**src/rtl/fifo_wr_arbiter.sv**
```systemverilog
// Round-robin arbiter sharing one FIFO write port among NREQ requesters.
// Grants bounded bursts of up to MAX_BURST beats and stalls while the FIFO is full.
module fifo_wr_arbiter #(
  parameter int unsigned NREQ       = 4,
  parameter int unsigned DATA_WIDTH = 8,
  parameter int unsigned MAX_BURST  = 4,
  parameter int unsigned OWN_W      = $clog2(NREQ)
) (
  input  logic                       clk_i,
  input  logic                       rst_ni,
  input  logic [NREQ-1:0]            req_i,
  input  logic [NREQ*DATA_WIDTH-1:0] req_data_i,
  output logic [NREQ-1:0]            gnt_o,
  input  logic                       full_i,
  input  logic                       overflow_i,
  output logic                       wt_en_o,
  output logic [DATA_WIDTH-1:0]      wdata_o,
  output logic [OWN_W-1:0]           owner_o,
  output logic                       busy_o,
  output logic                       err_o
);

  localparam int unsigned CntW = $clog2(MAX_BURST + 1);

  typedef enum logic [0:0] {StIdle, StBurst} state_e;

  state_e            state_q, state_d;
  logic [OWN_W-1:0]  owner_q, owner_d;
  logic [OWN_W-1:0]  last_q, last_d;
  logic [CntW-1:0]   cnt_q, cnt_d;
  logic              err_q;

  logic              beat;
  logic              found;
  logic [OWN_W-1:0]  pick;
  logic [OWN_W-1:0]  cand;

  // Search starts just after the previous owner so every requester gets a turn.
  always_comb begin
    found = 1'b0;
    pick  = '0;
    cand  = '0;
    for (int unsigned k = 1; k <= NREQ; k++) begin
      cand = OWN_W'((32'(last_q) + k) % NREQ);
      if (!found && req_i[cand]) begin
        found = 1'b1;
        pick  = cand;
      end
    end
  end

  assign beat = (state_q == StBurst) && req_i[owner_q] && !full_i;

  always_comb begin
    state_d = state_q;
    owner_d = owner_q;
    last_d  = last_q;
    cnt_d   = cnt_q;
    unique case (state_q)
      StIdle: begin
        if (found) begin
          owner_d = pick;
          cnt_d   = '0;
          state_d = StBurst;
        end
      end
      StBurst: begin
        if (beat) begin
          cnt_d = cnt_q + 1'b1;
          if (cnt_q == CntW'(MAX_BURST - 1)) begin
            state_d = StIdle;
            last_d  = owner_q;
          end
        end else if (!req_i[owner_q]) begin
          state_d = StIdle;
          last_d  = owner_q;
        end
      end
    endcase
  end

  always_ff @(posedge clk_i or negedge rst_ni) begin
    if (!rst_ni) begin
      state_q <= StIdle;
      owner_q <= '0;
      last_q  <= OWN_W'(NREQ - 1);
      cnt_q   <= '0;
      err_q   <= 1'b0;
    end else begin
      state_q <= state_d;
      owner_q <= owner_d;
      last_q  <= last_d;
      cnt_q   <= cnt_d;
      err_q   <= err_q | overflow_i;
    end
  end

  always_comb begin
    wt_en_o = beat;
    gnt_o   = '0;
    wdata_o = '0;
    if (beat) begin
      gnt_o[owner_q] = 1'b1;
      wdata_o        = req_data_i[owner_q*DATA_WIDTH +: DATA_WIDTH];
    end
  end

  assign owner_o = owner_q;
  assign busy_o  = (state_q == StBurst);
  assign err_o   = err_q;

endmodule

```
**config.mk**
```make
export PLATFORM = sky130hd
export DESIGN_NAME = fifo_wr_arbiter
export DESIGN_NICKNAME = d
export VERILOG_FILES = /design/src/rtl/fifo_wr_arbiter.sv
export SDC_FILE = /design/constraint.sdc
export NUM_CORES = 1
export LEC_CHECK = 0
export BUFFER_PORTS_ARGS = -buffer_cell sky130_fd_sc_hd__buf_2
export CAP_MARGIN = 20
export CORE_MARGIN = 10
export CORE_UTILIZATION = 41
export DETAILED_ROUTE_END_ITERATION = 8
export PLACE_DENSITY = 0.78
export SYNTH_ARGS = -nofsm -noshare
export SYNTH_HDL_FRONTEND = slang
export SYNTH_SLANG_ARGS = --single-unit
export TNS_END_PERCENT = 100
```
**constraint.sdc**
```tcl
create_clock -name clk_i -period 2.25 [get_ports clk_i]
set_input_delay 0.3375 -clock clk_i [delete_from_list [all_inputs] [get_ports clk_i]]
set_output_delay 0.3375 -clock clk_i [all_outputs]
set_load 0.03 [all_outputs]
```
==> metrics.cfg, run 1 <==
[timing]
fin_crit_sh_pct=93.8
worst_slew_margin_rel_pct=60.1
worst_pin_slew_ps=594
fmax_mhz=474
hold_slack_ps=262
finClkSkew_ps=0.512
rsz0062_at_grt=false
finalSetupViolCount=0
finalHoldViolations=0
layout_min_cycle_time_ps=2110
slew_viol_final=0
tns_ps=0

[grt]
antenna_found_initial=0
gr-usage-met2_pct=23.9
grt_max_degree=17
globalRouteTotalUtil_pct=13.2
use_met3_pct=5.42
grt_pass1_wl_um=4600
gr-total-overflow=0
first_global_vias=1025
globalRouteMet1Util_pct=12.7
grt.busiest_layer=met2

[drt]
routed_wl_um=2940
drtPass1Iterations=4
drt_iter0_markers=41
dr_total_vias=918
drc_errors=0
ant_nets=0
routed_via_density=5.50
post_drt_wl_per_cell_um=17.6

[final_layout]
area_growth_pct=40.3
postLayoutCellArea_sq_um=1220
n_antenna_cell=0
final_cell_mix=buf_2 (56), mux4_2 (9), and3_1 (8)
drive_above_1_share_pct=57.9
final_common_cell=buf_2
finalNetCount=183

[synth]
syn_area_sq_um=870
ys_seq_elements=9
synth_cells=81
synth_warnings=0
syn_avg_cell_area_sq_um=10.7
yosysSeqAreaShare_pct=26.2
ys_types=31
syn_nets=123

[power]
p_leak_nw=0.612
vdd_drop_max_mv=0.522
power_density_nw_per_um2=1070

[worst_setup_path]
worstSetupPathType=reg -> out
crit_fanout=15
startpoint_type=register
required_ps=1910
cp-end-kind=primary output
cp.arrival_ps=1770

[floorplanning]
dieArea_sq_um=4360
die_h_um=66.1
ios=57
fp.dieW_um=66.1
initial_core_util_pct=43.9
coreArea_sq_um=1980
row_count=16

[cts]
cts_resized=0
cts_root_buf=clkbuf_4
insertion_delay_ps=260
path_clk_slew_ps=60
cts-htree-levels=1
cts_buffer_depth=2
cts_tree=yes
clock-sinks=9
cts_inserted_buffers=3

[placement]
place_area_sq_um=1180
dp_hpwl_um=2460
gp_congestion=0.750
portBuffers=56

[status]
outcome=finished, final reports clean

[worst_hold_path]
worstHoldPathType=in -> reg

[job]
max_cap_viol_count=0

==> timing repair <==
item,in CTS,in global routing
buffers inserted,0,0
hold buffers,1,0
endpoints found under the setup margin,0,0
endpoints found under the hold margin,7,0
==> per-layer routing <==
layer	vias up	routed length [um]
li1	434	-
met1	430	1140
met2	48	1410
met3	6	332
met4	0	53
met5	-	0
==> sequential cells by signal, summed over array words and instances, names as in the netlist <==
register and cells:
busy_o 1, err_o 1, last_q 2, owner_o 2
cnt_q 3
==> stage by stage <==
step	util, %	instances	power, mW	setup WS [ps]
after floorplan	-	81	0.971	207
after global placement	59.7	162	1.16	446
after detailed placement	59.7	162	1.18	421
after CTS	61.6	167	1.32	124
after global routing	61.6	167	1.40	57.9
final	61.6	167	1.31	140
==> logic make-up after synthesis <==
group	share of synthesized area (%)
and+or+nand+nor	29.1
AOI/OAI and AO/OA	11.8
muxes	25.9
DFF	26.2
buffers and inverters	4.17
adders and majority gates	2.88
==> path summary, 6_finish.rpt <==
path,from,slack [ps],to,cells past startpoint
max reg2reg,owner_o[1],600,last_q[0],3
min reg2reg,err_o,470,err_o,1
max,owner_o[0],140,wdata_o[5],4
min,overflow_i,260,err_o,2
max in group asynchronous,rst_ni,1550,last_q[0],2
min in group asynchronous,rst_ni,450,err_o,2
==> report_power, final <==
group / internal, mW / leakage [nW] / total (mW) / switching [mW]
sequential: 0.239 / 0.105 / 0.312 / 0.0726
clock: 0.0684 / 0.0150 / 0.126 / 0.0575
combinational: 0.397 / 0.492 / 0.868 / 0.470
total: 0.705 / 0.612 / 1.31 / 0.600
==> area by class of cell <==
cell class                      instances  area (sq um)
Clock buffer                            4          26.3
Fill cell                             185           762
Inverter                                2          7.51
Multi-Input combinational cell         65           612
Sequential cell                         9           228
Tap cell                               27          33.8
Timing Repair Buffer                   60           313
==> Yosys cell counts <==
| cell | n | area [sq um] |
|---|---|---|
| nor3_1 | 2 | 10.0 |
| nand4bb_1 | 2 | 22.5 |
| or2_2 | 1 | 6.26 |
| o211ai_2 | 3 | 37.5 |
| nor4b_1 | 1 | 8.76 |
| nor2_1 | 5 | 18.8 |
| nor4_2 | 1 | 12.5 |
| o41ai_1 | 1 | 8.76 |
| o21ai_0 | 2 | 10.0 |
| dfrtp_1 | 7 | 175 |
| dfstp_2 | 2 | 52.6 |
| nand2_1 | 7 | 26.3 |
| a21boi_2 | 1 | 11.3 |
| buf_2 | 2 | 10.0 |
| a41oi_1 | 1 | 8.76 |
| a21o_1 | 1 | 7.51 |
| mux2_1 | 2 | 22.5 |
| and3_1 | 8 | 50.1 |
| nor2b_1 | 4 | 25.0 |
| nand3b_1 | 3 | 22.5 |
| inv_1 | 2 | 7.51 |
| nor3b_1 | 1 | 7.51 |
| o21ba_2 | 1 | 10.0 |
| a31o_1 | 1 | 8.76 |
| buf_6 | 1 | 11.3 |
| ha_1 | 2 | 25.0 |
| nand4b_1 | 1 | 8.76 |
| clkbuf_1 | 2 | 7.51 |
| and4_1 | 1 | 8.76 |
| mux4_2 | 9 | 203 |
| nand2b_1 | 4 | 25.0 |
==> worst max-delay path, stage by stage, from the launching register on <==
cell     delay, ps
dfrtp_1        370
buf_4          250
mux4_2         520
and3_1         190
buf_2          170
No activity file was read; power rests on OpenSTA's default activity.
==> inputs of run 2 (changes only) <==
Settings changed: PLACE_DENSITY 0.78 to default, PLACE_DENSITY_LB_ADDON from default to 0.12.
==> run 2 against run 1 <==
Via count down 0.98%. Routed wire length is 1.2% lower. Fmax down 2.2%. Critical path depth stayed put. Worst hold slack better by 2.5 ps. Global-route usage up 0.055 points. Core utilization up 0.063 points. Sequential share of layout area up 0.083 points. Largest power group unchanged. Design area grew 0.10%. Register-to-register slack lost 110 ps.
==> metrics.cfg, run 2 (synthesis gave the netlist of run 1 again) <==
[worst_hold_path]
hp-start=overflow_i
hold_path_end=err_o
holdPathStages=2
worstHoldPathType=in -> reg

[cts]
cts_tree=yes
cts_buffer_depth=2
cts-htree-levels=1
insertion_delay_ps=260
cts_root_buf=clkbuf_4
post-cts-setup-buffers=0
clock-sinks=9
cts_inserted_buffers=3
path_clk_slew_ps=60

[drt]
drtPass1Iterations=4
dr_total_vias=909
drt_iter0_markers=33
drc_errors=0
routed_wl_um=2900
routed_via_density=5.44
ant_nets=0
post_drt_wl_per_cell_um=17.4

[worst_setup_path]
required_ps=1910
worstSetupPathType=reg -> out
crit_fanout=10
r2r_start=owner_o[0]
reg2reg_to=last_q[0]
reg2reg_depth=3
cp.arrival_ps=1820
cp-end-kind=primary output
r2r_slack_ps=490
startpoint_type=register

[grt]
first_global_vias=983
globalRouteTotalUtil_pct=13.2
grt_max_degree=18
antenna_found_initial=0
gr-total-overflow=0
grt_pass1_wl_um=4620

[timing]
rsz0062_at_grt=false
finClkSkew_ps=5.95
worst_pin_slew_ps=648
fin_crit_sh_pct=95.9
fmax_mhz=463
slew_viol_final=0
finalSetupViolCount=0
hold_slack_ps=264
layout_min_cycle_time_ps=2160
finalHoldViolations=0
tns_ps=0
worst_slew_margin_rel_pct=56.5

[final_layout]
final_common_cell=buf_2
multi_input_area_sq_um=612
final_cell_mix=buf_2 (56), mux4_2 (9), and3_1 (8)
regArea_sq_um=229
drive_above_1_share_pct=58.6
fillCellCount=178
top_register=cnt_q
n_antenna_cell=0
finalNetCount=183
area_growth_pct=40.4
largest_register_ffs=3

[power]
power_density_nw_per_um2=1080
p_sw_share_pct=46.2
vdd_drop_max_mv=0.717
p_int_mw=0.707
comb_power_share_pct=66.0
pwr-share-clk_pct=9.5
switchingPower_mw=0.606
pwr-share-seq_pct=24.5
p_leak_nw=0.611

[floorplanning]
row_count=16
die_h_um=66.1
initial_core_util_pct=43.9
dieArea_sq_um=4360
coreArea_sq_um=1980
fp.dieW_um=66.1
ios=57

[placement]
portBuffers=56
dp_hpwl_um=2420
gp_congestion=0.782

[status]
outcome=finished, final reports clean

[job]
max_cap_viol_count=0

-- run 2: cell count changes in the layout (fill, tap and decap cells not counted) --
cell / before / now
dfrtp_1: 7 / 6
dfrtp_2: 0 / 1
-- run 2: worst max path at each step --
stage | startpoint | to | slack (ps) | cells past startpoint
after detailed placement | owner_o[0] | wdata_o[1] | 280 | 4
after global routing | owner_o[0] | wdata_o[1] | 6 | 4
after global placement | owner_o[0] | wdata_o[1] | 340 | 4
after CTS | owner_o[0] | wdata_o[1] | 70 | 4
final | owner_o[0] | wdata_o[1] | 90 | 4
after floorplan | owner_o[1] | gnt_o[2] | 210 | 3
-- run 2: power by group through the flow --
stage               clock network (mW)  logic (mW)  registers (mW)
floorplan                            0       0.615           0.355
global placement                     0       0.850           0.318
detailed placement                   0       0.867           0.326
CTS                              0.133       0.871           0.323
global route                     0.141       0.942           0.336
finish                           0.125       0.866           0.322
-- run 2: per-stage QoR --
| stage | setup slack (ps) | instance area [sq um] | std cells | power [mW] | utilization (%) |
|---|---|---|---|---|---|
| after floorplan | 207 | 876 | 81 | 0.971 | - |
| after global placement | 336 | 1180 | 162 | 1.17 | 59.7 |
| after detailed placement | 276 | 1180 | 162 | 1.19 | 59.7 |
| after CTS | 66.2 | 1220 | 167 | 1.33 | 61.6 |
| after global routing | 6.50 | 1220 | 167 | 1.42 | 61.6 |
| final | 92.2 | 1220 | 167 | 1.31 | 61.6 |
-- run 2: layout make-up --
| type | count | area share [%] |
|---|---|---|
| multi-input combinational | 65 | 50.1 |
| timing repair buffer | 60 | 25.6 |
| sequential | 9 | 18.8 |
| tap | 27 | 2.77 |
| clock buffer | 4 | 2.15 |
| inverter | 2 | 0.615 |
-- run 2: timing repair --
item	CTS	global route
gates resized for setup	1	0
setup endpoints to repair	2	0
hold endpoints to repair	7	0
hold buffers	1	0
-- run 2: worst max-delay path: stages (launching register included) --
cell and delay, ps:
dfrtp_2 450, buf_4 230, mux4_2 520, and3_1 190, buf_2 170
-- run 2: routing by layer --
layer,wire [um],part of all wire (%),GRT usage (%),vias up
met4,25,0.86,4.71,0
li1,-,-,-,431
met2,1440,50,23.6,34
met3,275,9.5,4.75,2
met5,0,0,0,-
met1,1160,40,14.0,442
==> inputs of run 3 (changes only) <==
Settings changed: CORE_UTILIZATION 41 to 43, CTS_BUF_LIST from default to sky130_fd_sc_hd__clkbuf_8, CTS_CLUSTER_DIAMETER from default to 100, TNS_END_PERCENT 100 to 5.
==> run 3 against run 2 <==
Core utilization rose by 2.2 points. Clock power up 41%. Fmax up 4.3%. Total power increased by 2.3%. Design area rose by 1.4%. Clock skew decreased by 2.9 ps. Setup slack improved by 89 ps. Largest power group unchanged. Highest routed layer unchanged. Sequential share of layout area is 0.37 points lower. Critical path type unchanged.
==> metrics.cfg, run 3 (synthesis gave the netlist of run 1 again) <==
[cts]
cts_root_buf=clkbuf_8
cts_resized=0
insertion_delay_ps=230
clock-sinks=9
path_clk_slew_ps=40
cts_inserted_buffers=3
cts_buffer_depth=2
cts_tree=yes
cts-htree-levels=1
post-cts-setup-buffers=0

[final_layout]
top_register=cnt_q
largest_register_ffs=3
final_cell_mix=buf_2 (56), mux4_2 (9), and3_1 (8)
post-route-util_pct=63.8
finalNetCount=183
n_antenna_cell=0
drive_above_1_share_pct=57.9
final_common_cell=buf_2
area_growth_pct=42.4

[power]
comb_power_share_pct=64.3
p_int_mw=0.754
p_sw_share_pct=43.8
power_density_nw_per_um2=1080
pwr-share-seq_pct=22.5
vdd_drop_max_mv=0.655
pwr-share-clk_pct=13.1
switchingPower_mw=0.589
p_leak_nw=0.624

[worst_setup_path]
worstSetupPathType=reg -> out
reg2reg_to=last_q[0]
cp-end-kind=primary output
required_ps=1910
r2r_slack_ps=610
startpoint_type=register
crit_family=multiplexers
worstPathCellList=buf_4 > mux4_2 > and3_1 > buf_2
reg2reg_depth=3
r2r_start=owner_o[0]
cpPeakStageDelay_ps=520
critPathBufInv=2
crit_fanout=15
crit_slowest_cell=mux4_2
cp.arrival_ps=1730

[floorplanning]
initial_core_util_pct=44.8
die_h_um=65.0
ios=57
fp.dieW_um=65.0
dieArea_sq_um=4220
coreArea_sq_um=1940
row_count=16

[timing]
tns_ps=0
fmax_mhz=483
slew_viol_final=0
rsz0062_at_grt=false
finalSetupViolCount=0
finalHoldViolations=0
finClkSkew_ps=3.09
fin_crit_sh_pct=92.0
worst_pin_slew_ps=602
setup_ws_ps=181
worst_slew_margin_rel_pct=59.6
layout_min_cycle_time_ps=2070

[drt]
ant_nets=0
post_drt_wl_per_cell_um=16.0
drt_iter0_markers=42
drtPass1Iterations=4
routed_via_density=5.37
routed_wl_um=2670
drc_errors=0
dr_total_vias=896

[grt]
first_global_vias=924
gr-total-overflow=0
antenna_found_initial=0
globalRouteTotalUtil_pct=13.2
grt_pass1_wl_um=4530
grt_max_degree=18

[status]
outcome=finished, final reports clean

[placement]
pre_cts_ws_ps=400
dp_hpwl_um=2270
portBuffers=56
gp_congestion=0.782

[worst_hold_path]
worstHoldPathType=in -> reg
hold_path_end=err_o
hp-start=overflow_i
holdPathStages=2

[job]
max_cap_viol_count=0

-- run 3: final cells by class --
| type | instances | area, sq um |
|---|---|---|
| inverters | 2 | 7.51 |
| flip-flops and latches | 9 | 228 |
| fillers | 185 | 703 |
| clock buffers | 3 | 41.3 |
| multi-input cells | 65 | 612 |
| well taps | 27 | 33.8 |
| clock inverters | 1 | 3.75 |
| repair buffers | 60 | 313 |
-- run 3: stage by stage --
stage	instance area (sq um)	hold WS, ps	instances	power (mW)
final	1240	300	167	1.34
after global routing	1240	300	167	1.46
after CTS	1240	297	167	1.36
after detailed placement	1180	200	162	1.18
after global placement	1180	202	162	1.16
after floorplan	876	41.9	81	0.971
-- run 3: per-layer routing --
metal	GRT usage [%]	part of all wire, %
met1	14.9	43
met2	21.8	47
met3	4.98	8.9
met4	5.61	1.2
met5	0	0
-- run 3: what timing repair did --
item | CTS | global route
hold endpoints to repair | 7 | 0
hold buffers | 1 | 0
setup endpoints to repair | 0 | 0
-- run 3: worst max-delay path by stage --
stage / from / endpoint / slack (ps) / cells after the start
global route: owner_o[0] / wdata_o[7] / 60 / 4
CTS: owner_o[0] / wdata_o[2] / 160 / 4
floorplan: owner_o[1] / gnt_o[2] / 210 / 3
finish: owner_o[0] / wdata_o[2] / 180 / 4
global placement: owner_o[0] / wdata_o[2] / 450 / 4
detailed placement: owner_o[0] / wdata_o[2] / 400 / 4
-- run 3: power groups by stage --
stage | Combinational (mW) | Sequential [mW] | Clock (mW)
after global placement | 0.858 | 0.300 | 0
after global routing | 0.959 | 0.313 | 0.191
after detailed placement | 0.874 | 0.305 | 0
after floorplan | 0.615 | 0.355 | 0
final | 0.864 | 0.303 | 0.176
after CTS | 0.878 | 0.303 | 0.183
-- run 3: worst register-to-register path: cells and delay by family (launching register included) --
family / cells / cell delay [ps]
AO/OA/AOI/OAI: 1 / 210
flip-flops: 1 / 360
multiplexers: 2 / 990
